<file path="src/rtl/vga_ctrl.sv">
// VGA raster timing generator: free-running h/v counters decoded into sync,
// blanking, active-area coordinates and a colour gate towards the DAC.
module vga_ctrl #(
    parameter int H_SYNC  = 96,
    parameter int H_BACK  = 48,
    parameter int H_ACT   = 640,
    parameter int H_FRONT = 16,
    parameter int V_SYNC  = 2,
    parameter int V_BACK  = 33,
    parameter int V_ACT   = 480,
    parameter int V_FRONT = 10,
    parameter int COLOR_W = 10,
    parameter int COORD_W = 11
) (
    input  logic               iCLK,
    input  logic               iRST,
    input  logic [COLOR_W-1:0] iRed,
    input  logic [COLOR_W-1:0] iGreen,
    input  logic [COLOR_W-1:0] iBlue,
    output logic [COORD_W-1:0] oCurrent_X,
    output logic [COORD_W-1:0] oCurrent_Y,
    output logic               oRequest,
    output logic [COLOR_W-1:0] oVGA_R,
    output logic [COLOR_W-1:0] oVGA_G,
    output logic [COLOR_W-1:0] oVGA_B,
    output logic               oVGA_HS,
    output logic               oVGA_VS,
    output logic               oVGA_BLANK,
    output logic               oVGA_CLOCK
);

    localparam int H_TOTAL = H_SYNC + H_BACK + H_ACT + H_FRONT;
    localparam int V_TOTAL = V_SYNC + V_BACK + V_ACT + V_FRONT;
    localparam int H_START = H_SYNC + H_BACK;
    localparam int V_START = V_SYNC + V_BACK;
    localparam int HW      = $clog2(H_TOTAL);
    localparam int VW      = $clog2(V_TOTAL);

    logic [HW-1:0] h_cnt;
    logic [VW-1:0] v_cnt;
    logic [HW-1:0] h_off;
    logic [VW-1:0] v_off;
    logic          h_act;
    logic          v_act;
    logic          active;

    always_ff @(posedge iCLK) begin
        if (iRST) begin
            h_cnt <= '0;
            v_cnt <= '0;
        end else if (h_cnt == HW'(H_TOTAL - 1)) begin
            h_cnt <= '0;
            if (v_cnt == VW'(V_TOTAL - 1))
                v_cnt <= '0;
            else
                v_cnt <= v_cnt + VW'(1);
        end else begin
            h_cnt <= h_cnt + HW'(1);
        end
    end

    // Inclusive upper bounds keep the compare constants inside the counter width.
    always_comb begin
        h_act  = (h_cnt >= HW'(H_START)) && (h_cnt <= HW'(H_START + H_ACT - 1));
        v_act  = (v_cnt >= VW'(V_START)) && (v_cnt <= VW'(V_START + V_ACT - 1));
        active = h_act && v_act;
        h_off  = h_cnt - HW'(H_START);
        v_off  = v_cnt - VW'(V_START);
    end

    always_comb begin
        oVGA_HS    = (h_cnt >= HW'(H_SYNC));
        oVGA_VS    = (v_cnt >= VW'(V_SYNC));
        oRequest   = active;
        oVGA_BLANK = active;
        oCurrent_X = active ? COORD_W'(h_off) : '0;
        oCurrent_Y = active ? COORD_W'(v_off) : '0;
        oVGA_R     = active ? iRed   : '0;
        oVGA_G     = active ? iGreen : '0;
        oVGA_B     = active ? iBlue  : '0;
        oVGA_CLOCK = ~iCLK;
    end

endmodule

</file>
<file path="config.mk">
export PLATFORM = sky130hd
export DESIGN_NAME = vga_ctrl
export DESIGN_NICKNAME = d
export VERILOG_FILES = /design/src/rtl/vga_ctrl.sv
export SDC_FILE = /design/constraint.sdc
export NUM_CORES = 1
export LEC_CHECK = 0
export ABC_AREA = 0
export CAP_MARGIN = 40
export CORE_MARGIN = 2
export CORE_UTILIZATION = 40
export DETAILED_ROUTE_END_ITERATION = 16
export PLACE_DENSITY_LB_ADDON = 0.1
export SYNTH_ARGS = -nofsm -noshare
export SYNTH_HDL_FRONTEND = slang
export SYNTH_SLANG_ARGS = --single-unit
</file>
<file path="constraint.sdc">
create_clock -name iCLK -period 2.5 [get_ports iCLK]
set_input_delay 0.25 -clock iCLK [delete_from_list [all_inputs] [get_ports iCLK]]
set_output_delay 0.25 -clock iCLK [all_outputs]
set_load 0.05 [all_outputs]
</file>
# After elaboration in Yosys (flattened, before gate mapping)
# Index checks and enable logic that the tools add are counted.
# op_classes
addsub	4
n_lt_le_gt_ge	6
n_eq_ne	2
muxes	6
bitwise_logic	1
n_reduce_logical	4
# op_table
cell	n
10-bit 2-to-1 mux	6
10-bit by 1-bit adder with 10-bit output (second input constant)	2
10-bit == test (second input constant)	2
10-bit less-or-equal comparator (second input constant)	2
10-bit by 2-bit greater-or-equal comparator with 1-bit output (second input constant)	1
10-bit by 6-bit greater-or-equal comparator with 1-bit output (second input constant)	1
10-bit by 7-bit greater-or-equal comparator with 1-bit output (second input constant)	1
10-bit by 8-bit greater-or-equal comparator with 1-bit output (second input constant)	1
10-bit by 6-bit subtractor with 10-bit output (second input constant)	1
10-bit by 8-bit subtractor with 10-bit output (second input constant)	1
1-bit logical AND	3
2-bit OR reduction	1
1-bit NOT	1
# word_totals
reg_bits	20
inputBits	32
out_inout_bits	57
word_cells	25

# Longest topological paths before layout
# Gate-level depths: netlist of run 1.
# logic_depth
word_depth	4
mapped_depth	7
ltp_nobuf	6

==> run_results.csv, run 1 <==
group,metric,value,unit
outcome,status,"finished with violations",
outcome,violations,"setup timing",
routing,wirelength,6960,um
synth,netlist_instances,220,
sta,period_share,105,%
placed_design,port_buffers,86,
worst_hold_path,whs_path_depth,1,
global_routing,grt_util_met1,31.8,%
placed_design,dp_hpwl,4260,um
placed_design,place_area,0.00320,sq mm
global_routing,grt_max_degree,24,
critical_path,worstSetupPathType,"reg -> out",
synth,yosysTopAreaCell,"dfxtp_1",
clock_tree,clock_path_buffers,2,
finish,stdcell_area,0.00352,sq mm
routing,drt_pass1_iterations,4,
floorplan,die_h,69.4,um
clock_tree,clk_latency,270,ps
global_routing,use_met3,2.47,%
worst_hold_path,holdCritPathClass,"reg -> reg",
worst_hold_path,hp-start,"h_cnt[0]$_SDFF_PP0_",
critical_path,reg2regPathDepth,6,
critical_path,crit_fanout,6,
placed_design,place.gp.congestion,0.924,
routing,ant_nets,0,
global_routing,antenna_found_initial,0,
synth,synthArstFlopShare,0,%
pwr,p_leak,1.41,nW
floorplan,die_area,0.00481,sq mm
synth,synthDominantCellAreaShare,23.4,%
synth,synth_area,0.00171,sq mm
sta,timing.fmax,0.380,GHz
clock_tree,clkTransAtPathRegs,80,ps
sta,setup_viol,52,
finish,antenna-diode-count,0,
critical_path,worstSetupStartpointType,"flop",
synth,synth_seq_cells,20,
global_routing,grt_remaining_overflow,0,
synth,ys_warn_count,0,
clock_tree,cts_hold_buf,0,
global_routing,grt_pass1_vias,1801,
critical_path,cp.required,2250,ps
synth,postSynthAreaPerCell,7.77,sq um
global_routing,globalRoute.busiestLayer,"met2",
routing,viasPerCell,5.49,
routing,drc,0,
pwr,p_per_area,206,mW/mm^2
routing,drt_iter0_drc,103,
routing,route.vias.total,1993,
sta,setup_slack,-132,ps
sta,max_slew_margin,53.6,%
clock_tree,cts_root_buffer,"clkbuf_8",
clock_tree,htreeDepth,1,
synth,synth_most_common_cell,"and2_1",
run,max_cap_violations,0,
synth,ys.flop_type,"dfxtp_1",
floorplan,core-area,0.00406,sq mm
finish,drive_gt1_share,43.5,%
sta,layout_min_cycle_time,2630,ps
floorplan,io_pins,89,
floorplan,rows,23,
global_routing,grt_use_met2,40.9,%
sta,final_max_slew_viol_count,0,
placed_design,place_inst,349,
global_routing,grt.total_usage,23.7,%
synth,synth-edff-count,0,
sta,finalHoldViolCount,0,
critical_path,crit_path_end_kind,"primary output",
placed_design,pre_cts_ws,109,ps
global_routing,grt_pass1_wl,9270,um
critical_path,r2r_slack,260,ps
finish,finalNonFillerCells,363,
synth,synth_cell_types,45,
finish,fin_nets,356,
sta,worstMarginPinSlew,689,ps
sta,grt_setup_unrepaired,"yes",
critical_path,timing.rr.start,"h_cnt[4]$_SDFF_PP0_",
synth,yosysSeqAreaShare,23.4,%
pwr,vdd_drop_max,402,uV
clock_tree,cts_tree,"built",
clock_tree,cts_made_buffers,3,
synth,ys_top_cells_by_area,"dfxtp_1, and2_1, ha_1",
floorplan,start_util,42.2,%
critical_path,worstPathArrival,2380,ps
floorplan,fp.dieW,69.4,um
routing,post_drt_wl_per_cell,19.2,um
critical_path,r2r-end,"v_cnt[9]$_SDFFE_PP0P_",
synth,synthTopCellsByCount,"and2_1, dfxtp_1, nor2_1, xnor2_1, ha_1",
sta,clock_skew,2.00,ps
worst_hold_path,worstHoldEndpoint,"h_cnt[0]$_SDFF_PP0_",
finish,area_growth,106,%
==> worst max-delay path: stages (launching register included) <==
cell and delay [ps]:
dfxtp_1 380, or3_1 430, o31a_1 340, a2111oi_4 250
buf_6 190, buf_12 110, nor3b_4 230, buf_12 170
==> metal layers <==
layer  part of all wire (%)  vias up
met5                      0        -
met4                    1.3        0
li1                       -      930
met1                     41      951
met3                    6.8        9
met2                     51      103
==> how the worst max path moves through the flow <==
| stage | from | cells after the start | endpoint |
|---|---|---|---|
| 3_5_place_dp | h_cnt[0]$_SDFF_PP0_ | 7 | oCurrent_X[7] |
| 6_report | v_cnt[2]$_SDFFE_PP0P_ | 7 | oCurrent_X[7] |
| 2_1_floorplan | v_cnt[5]$_SDFFE_PP0P_ | 6 | oCurrent_X[7] |
| 5_1_grt | v_cnt[1]$_SDFFE_PP0P_ | 8 | oCurrent_Y[2] |
| 4_1_cts | v_cnt[5]$_SDFFE_PP0P_ | 7 | oCurrent_X[7] |
| 3_3_place_gp | v_cnt[5]$_SDFFE_PP0P_ | 6 | oCurrent_X[7] |
==> cell type report <==
type                       instances  area (sq um)
clock buffer                       4          50.0
clock inverter                     2          8.76
fill                             196           541
inverter                           8          30.0
multi-input combinational        173          1340
sequential                        20           404
tap                               50          62.6
timing repair buffer             106          1620
==> layout by cell type, fill, tap and decap left out, drive strengths merged, types with 2 or more instances in the layout <==
master,synthesis,routed
nor3b,2,2
and2,47,47
nor3,6,6
o21ai,3,3
or3,2,2
clkdlybuf4s50,0,31
xnor2,12,12
conb,1,2
o311a,2,2
nand3,4,4
nor2b,3,3
inv,9,9
buf,8,72
a21oi,6,6
xor2,9,9
or4,2,2
nor2,18,18
nand2,9,9
nand2b,4,4
nor4,8,8
nand4,5,5
dfxtp,20,20
o31a,2,2
clkbuf,11,6
ha,10,10
==> metrics by stage <==
step / total power [mW] / setup TNS (ps) / hold WS [ps] / utilization, %
2_1_floorplan: 0.425 / 0 / 322 / -
3_3_place_gp: 0.504 / 0 / 451 / 78.8
3_5_place_dp: 0.506 / 0 / 490 / 78.8
4_1_cts: 0.722 / -1230 / 468 / 83.1
5_1_grt: 0.750 / -8140 / 522 / 86.7
6_report: 0.726 / -3480 / 505 / 86.7
==> state kept, by name (all words and copies together), names as in the netlist <==
name   count
v_cnt     10
h_cnt     10
==> where the power goes <==
part           internal [mW]  total (mW)  switching [mW]
clock                  0.129       0.316           0.187
combinational         0.0514      0.0800          0.0286
sequential             0.323       0.330         0.00742
total                  0.503       0.726           0.223
==> cell families after synthesis <==
group | synth area share (%)
AO/OA/AOI/OAI | 11.6
flip-flops | 23.4
buffers and inverters | 7.46
AND/OR/NAND/NOR | 38.6
XOR/XNOR | 10.8
adder cells (fa/ha/maj) | 7.32
other | 0.219
multiplexers | 0.658
==> repair_timing <==
action	CTS	global route
gates cloned	2	3
endpoints found under the setup margin	51	52
resized for setup	25	22
setup buffers	4	1
pin swaps	13	6
No activity file was read; power rests on OpenSTA's default activity.
==> run 2: changes to the inputs <==
Settings changed: CORE_MARGIN 2 to not set, PLACE_DENSITY set to 0.81, PLACE_DENSITY_LB_ADDON 0.1 to not set.
==> run_results.csv, run 2 (synthesis gave the netlist of run 1 again) <==
group,metric,value,unit
outcome,status,"finished with violations",
outcome,violations,"setup timing",
global_routing,grt_remaining_overflow,0,
routing,ant_nets,0,
sta,layout_min_cycle_time,2910,ps
finish,reg_top3,"h_cnt x10, v_cnt x10",
critical_path,r2r_slack,60,ps
pwr,p_leak,1.46,nW
routing,wirelength,7720,um
floorplan,start_util,42.2,%
placed_design,place.gp.congestion,0.936,
global_routing,antenna_found_initial,0,
finish,finalNonFillerCells,372,
routing,post_drt_wl_per_cell,20.7,um
floorplan,io_pins,89,
routing,drc,0,
sta,hold_slack,572,ps
clock_tree,cts_tree,"built",
clock_tree,clock_path_buffers,2,
finish,area_growth,112,%
critical_path,worstPathArrival,2660,ps
sta,finalHoldViolCount,0,
placed_design,place_area,0.00322,sq mm
routing,drt_iter0_drc,129,
routing,drt_pass1_iterations,5,
floorplan,die_area,0.00454,sq mm
clock_tree,clk_latency,270,ps
floorplan,rows,23,
pwr,finalPower,753,uW
placed_design,place_inst,354,
global_routing,grt_pass1_vias,1941,
placed_design,port_buffers,86,
finish,layout_common_cells,"buf_12, and2_4, clkdlybuf4s50_1",
finish,stdcell_area,0.00362,sq mm
sta,final_max_slew_viol_count,0,
sta,timing.fmax,0.344,GHz
floorplan,core-area,0.00406,sq mm
clock_tree,clkTransAtPathRegs,80,ps
routing,route.vias.total,2129,
sta,clock_skew,3.65,ps
clock_tree,htreeDepth,1,
sta,grt_setup_unrepaired,"yes",
floorplan,die_h,67.4,um
global_routing,grt.total_usage,27.3,%
pwr,vdd_drop_max,399,uV
pwr,p_per_area,208,mW/mm^2
floorplan,fp.dieW,67.4,um
routing,viasPerCell,5.72,
clock_tree,cts_made_buffers,3,
global_routing,grt_max_degree,17,
worst_hold_path,holdCritPathClass,"reg -> reg",
sta,worstMarginPinSlew,830,ps
sta,period_share,116,%
critical_path,worstSetupStartpointType,"flop",
global_routing,grt_pass1_wl,9230,um
finish,fin_nets,365,
critical_path,crit_fanout,8,
critical_path,worstSetupPathType,"reg -> out",
clock_tree,cts_hold_buf,0,
run,max_cap_violations,0,
critical_path,cp.required,2250,ps
sta,setup_slack,-409,ps
sta,max_slew_margin,44.3,%
clock_tree,cts_root_buffer,"clkbuf_8",
finish,drive_gt1_share,49.7,%
finish,mostFrequentLayoutCell,"buf_12",
finish,antenna-diode-count,0,
sta,setup_viol,53,
critical_path,crit_path_end_kind,"primary output",
placed_design,dp_hpwl,4050,um
[run 2: final cells by class]
type                       instances  area, sq um
clock buffer                       4         50.0
clock inverter                     2         8.76
fill                             165          437
inverter                           8         35.0
multi-input combinational        173         1400
sequential                        20          415
tap                               50         62.6
timing repair buffer             115         1650
[run 2: repair_timing]
| item | in CTS | in global routing |
|---|---|---|
| buffers inserted | 7 | 2 |
| gates cloned | 3 | 2 |
| pin swaps | 3 | 26 |
| setup endpoints to repair | 51 | 52 |
| gates resized for setup | 47 | 34 |
[run 2: path summary, 6_finish.rpt]
path              cells past startpoint                     to             startpoint
hold / removal                        2    h_cnt[0]$_SDFF_PP0_    h_cnt[0]$_SDFF_PP0_
hold reg to reg                       2    h_cnt[0]$_SDFF_PP0_    h_cnt[0]$_SDFF_PP0_
setup reg to reg                      6  v_cnt[2]$_SDFFE_PP0P_  v_cnt[5]$_SDFFE_PP0P_
setup / recovery                     10              oVGA_G[6]    h_cnt[4]$_SDFF_PP0_
[run 2: metal layers]
layer / track usage [%] / wire [um] / share of wire, %
met5: 0 / 0 / 0
met1: 28.4 / 2630 / 34
met3: 6.25 / 873 / 11
met2: 51.9 / 3970 / 51
met4: 11.4 / 246 / 3.2
[run 2: power breakdown]
part	total [mW]	switching, mW	internal [mW]
Clock	0.325	0.196	0.129
Combinational	0.0969	0.0361	0.0608
Sequential	0.331	0.00852	0.323
[run 2: critical path: stages (launching register included)]
cell,delay (ps)
dfxtp_2,340
inv_4,80
ha_4,150
nand2b_1,70
a211oi_1,720
a2111oi_4,220
buf_4,200
buf_6,130
clkbuf_16,150
and2_4,160
buf_12,140
[run 2: metrics by stage]
stage                     setup slack (ps)  util (%)  setup TNS, ps
after detailed placement              44.1      79.5              0
after global routing                  -418      89.2         -17140
after CTS                            -87.6      85.1          -2050
after floorplan                       19.8         -              0
after global placement                 135      79.5              0
final                                 -409      89.2         -15880
==> RTL change 1: new RTL, settings of run 1 <==
The parameter `V_FRONT` goes from 10 to 20.
--- a/src/rtl/vga_ctrl.sv
+++ b/src/rtl/vga_ctrl.sv
@@ -9,5 +9,5 @@
     parameter int V_BACK  = 33,
     parameter int V_ACT   = 480,
-    parameter int V_FRONT = 10,
+    parameter int V_FRONT = 20,
     parameter int COLOR_W = 10,
     parameter int COORD_W = 11
Behaviour: no difference found for any inputs over 10 cycles, from zero or initial values and one cycle with iRST high; that may be too few to reach the edited logic, so the function may still have changed.
==> RTL change 1 against run 1 <==
- final area fell by 2.9%
- sequential cell count did not move
- sequential share of layout area rose by 0.45 points
- power fell by 1.5%
- setup slack improved by 0.18 ns
- routed wire length fell by 18%
- clock skew fell by 0.00058 ns
- area after synthesis rose by 0.73%
- critical path type unchanged
- critical endpoint is now oVGA_G[8]
==> RTL change 1: results (changes against run 1) <==
global-route wire length before repair 8.75 mm (-5.7%); Final GP Congestion 0.867 (-6.2%); #MultiIn Comb 178 (+2.9%); dpl hpwl 4.46 mm (+4.5%); postcts setup bufs 1 (-3); largest net degree at the start of global routing 37 (+54%); Layout Nets 364 (+2.2%); global-route usage over all layers 0.223 (-0.0143); met1 usage 0.272 (-0.0459); non-clock buffer share of cell area 0.458 (-0.00281); reg2reg start h_cnt[7]; share of cells above drive strength 1 0.326 (-0.108); Post-Synth XOR/XNOR Area 0.112 (+0.00430); crit path to oVGA_G[8]; Seq Cell Count 20 (unchanged); Netlist cell types 43 (-4.4%); status finished clean; Switching Share 0.293 (-0.0133); Mapped Cells 227 (+3.2%); Comb power 82.9 uW (+3.6%); final wirelength 5.73 mm (-18%); worst r2r dst v_cnt[3]; DR WL/cell 15.4 um (-20%); Reg2Reg Depth 4 (-2); Leak 0.00138 uW (-2.4%); top post-synthesis cells by area dfxtp_1 23%, and2_1 16%, xnor2_1 7.6%, ha_1 6.5%, nor2_1 5.0%; Logic inverters 10 (+2); top cells by count, synth 44 x and2_1, 23 x nor2_1, 20 x dfxtp_1; mux cell area share after synthesis 0 (-0.00658)
## RTL change 1: cell types whose count changed after synthesis, sizes merged, moves of 3 or more
cell | before | now
xnor2 | 12 | 15
nand3 | 4 | 7
nand2 | 9 | 12
and2 | 47 | 44
nor2 | 18 | 23
## RTL change 1: layer usage
metal,vias up,wire length (um)
met4,0,46
li1,947,-
met5,-,0
met3,4,442
met1,855,2370
met2,85,2860
## RTL change 1: per-stage QoR
step	util	cell area [um^2]	setup slack (ns)	power, uW	hold WS (ns)
after floorplan	-	1740	0.00310	424	0.319
after global placement	0.787	3220	0.192	502	0.454
after CTS	0.803	3280	-0.0107	709	0.494
after global routing	0.836	3420	-0.0338	737	0.472
final	0.836	3420	0.0430	716	0.451
after detailed placement	0.787	3220	0.0986	505	0.475
## RTL change 1: critical path: stages (launching register included)
cell	delay [ns]
dfxtp_4	0.36
ha_2	0.21
and3_1	0.22
a221oi_2	0.27
buf_4	0.18
a221oi_4	0.04
buf_6	0.15
clkbuf_16	0.17
and2_1	0.19
buf_12	0.15
==> RTL change 2: new RTL, config.mk and constraints of run 1 <==
Without the edit above. Put a register stage on the output `oVGA_VS`, cleared by the reset. The value now appears one clock later. The other outputs are not delayed to match.
--- a/src/rtl/vga_ctrl.sv
+++ b/src/rtl/vga_ctrl.sv
@@ -37,4 +37,6 @@
     localparam int VW      = $clog2(V_TOTAL);
 
+    logic oVGA_VS_d;
+
     logic [HW-1:0] h_cnt;
     logic [VW-1:0] v_cnt;
@@ -71,5 +73,5 @@
     always_comb begin
         oVGA_HS    = (h_cnt >= HW'(H_SYNC));
-        oVGA_VS    = (v_cnt >= VW'(V_SYNC));
+        oVGA_VS_d  = (v_cnt >= VW'(V_SYNC));
         oRequest   = active;
         oVGA_BLANK = active;
@@ -82,4 +84,12 @@
     end
 
+    always_ff @(posedge iCLK) begin
+        if (iRST) begin
+            oVGA_VS <= '0;
+        end else begin
+            oVGA_VS <= oVGA_VS_d;
+        end
+    end
+
 endmodule
 
Check against the original RTL: no difference found for any inputs over 10 cycles, from zero or initial values and one cycle with iRST high; that may be too few to reach the edited logic, so the function may still have changed.
==> RTL change 2 against run 1 <==
- power rose by 7.8%
- clock power rose by 12%
- sequential share of layout area rose by 0.45 points
- sequential cell count rose by 1
- critical path type unchanged
- area after synthesis rose by 2.6%
- count of clock-buffer cells in the layout rose by 1
- utilization fell by 2.7 points
- die area rose by 2.5%
- critical endpoint unchanged
- clock skew barely moved
- setup slack improved by 0.036 ns
- largest power group is now the clock network
- the run still ends with negative setup slack left
- non-clock buffer count rose by 4
- routed wire length fell by 6.3%
- final area rose by 2.5%
- register-to-register slack improved by 0.05 ns
==> RTL change 2: results (changes against run 1) <==
top cells by count, synth 47 x and2_1, 21 x dfxtp_1, 15 x nor2_1; vias in the first global route 2105 (+17%); initial drt markers 234 (+130%); vias post-DR 2041 (+2.4%); post-route setup slack -0.0969 ns (+0.0355 ns); H-Tree Depth 1 (unchanged); Clock transition at path regs 0.08 ns (about the same); critical path fanouts, max 11 (+5); Worst IR Drop VDD 0.180 mV (-55%); # fillers 232 (+18%); Leak 0.00145 uW (+2.6%); Setup WS pre-CTS 0.151 ns (+0.0420 ns); CTS max path bufs 2 (unchanged); maximum capacitance violations 0 (unchanged); dpl hpwl 4.25 mm (-0.36%); largest registers h_cnt (10), v_cnt (10), oVGA_VS (1); CTS Buf Count 3 (unchanged); status finished, violations left; Final GP Congestion 0.918 (-0.65%); DRT Pass-1 Iters 4 (unchanged); Seq/Total Area, Yosys 0.239 (+0.00540); Fin Clk Skew 0.00216 ns (+0.000159 ns); # diodes 0 (unchanged); Setup-failing EPs final 45 (-13%); share of cells above drive strength 1 0.470 (+0.0359); largest net degree at the start of global routing 21 (-13%); top post-synthesis cells by area dfxtp_1 24%, and2_1 17%, ha_1 7.1%, xor2_1 5.5%, xnor2_1 4.0%; antenna violations before repair 1 (+1); Slew HR 0.584 (+0.0478); Worst-Skew Late Latency 0.26 ns; Layout Nets 364 (+2.2%); arrival time worst endpoint 2.35 ns (-0.03 ns); final wirelength 6.52 mm (-6.3%); failing checks negative setup slack; global-route usage over all layers 0.260 (+0.0229); Post-synth top flop dfxtp_1; placed cell area 3270 um^2 (+2.4%); asr flop ratio synth 0 (unchanged); # port buffers 86 (unchanged); global-route wire length before repair 10.3 mm (+11%)
[RTL change 2: cell count changes after synthesis, moves of 2 or more]
cell,change
xor2_1,+2
and3_1,+2
nand4_1,-2
nor2_1,-3
and4_1,+2
or3_1,+2
nand2_1,+2
nor4_1,-2
clkbuf_1,+4
xnor2_1,-4
a21oi_1,+3
[RTL change 2: cell type report]
type / count / area share
clock buffers: 5 / 0.0177
inverters: 7 / 0.00868
repair buffers: 110 / 0.449
multi-input cells: 177 / 0.386
flip-flops and latches: 21 / 0.119
well taps: 52 / 0.0180
clock inverters: 1 / 0.00104
[RTL change 2: report_power, final]
group          switching [uW]  internal, uW  total, uW
clock                     196           158        354
sequential               5.87           339        345
combinational            31.6          52.4       83.9
total                     233           549        783
[RTL change 2: worst max-delay path: stages, from the launching register on]
cell       delay [ns]
dfxtp_1          0.39
or3_1            0.42
o31a_1           0.35
a2111oi_4        0.21
buf_6            0.19
buf_12           0.13
nor3b_4          0.22
buf_12           0.16
[RTL change 2: cell families (layout without fill, tap and decap cells)]
group                    count (synthesis)  count (layout)  share of synthesized area
AO/OA/AOI/OAI                           27              27                      0.120
buffers and inverters                   30             123                     0.0763
other                                    1               2                    0.00214
adder cells (fa/ha/maj)                 10              10                     0.0713
XOR/XNOR                                19              19                     0.0948
flip-flops                              21              21                      0.239
AND/OR/NAND/NOR                        118             118                      0.389
multiplexers                             1               1                    0.00641
[RTL change 2: path summary, 6_finish.rpt]
path / from / to / slack [ns] / cells past startpoint
setup / recovery: v_cnt[3] / oCurrent_X[7] / -0.1 / 7
setup reg to reg: v_cnt[5] / v_cnt[2] / 0.31 / 5
hold reg to reg: h_cnt[0] / h_cnt[0] / 0.53 / 2
hold / removal: h_cnt[0] / h_cnt[0] / 0.53 / 2
[RTL change 2: what timing repair did]
action	in CTS	in global routing
buffers inserted	7	0
pin swaps	9	4
setup endpoints to repair	51	52
cloned	2	0
resized for setup	55	11
[RTL change 2: metrics by stage]
stage | std cells | hold slack (ns) | total power [uW] | setup TNS (ns) | utilization
after floorplan | 228 | 0.322 | 442 | 0 | -
after global placement | 360 | 0.454 | 522 | 0 | 0.763
after detailed placement | 360 | 0.482 | 524 | 0 | 0.763
after CTS | 373 | 0.535 | 783 | -1.53 | 0.832
after global routing | 373 | 0.562 | 807 | -4.28 | 0.839
final | 373 | 0.534 | 783 | -1.68 | 0.839
[RTL change 2: routing by layer]
layer  share of wire  global-route usage  wire, um  vias up
met2            0.51               0.465      3300      120
met4           0.016              0.0598       107        2
met1            0.36               0.298      2360      956
met3            0.11              0.0837       741       13
met5          0.0020                   0        13        -
li1                -                   -         -      950
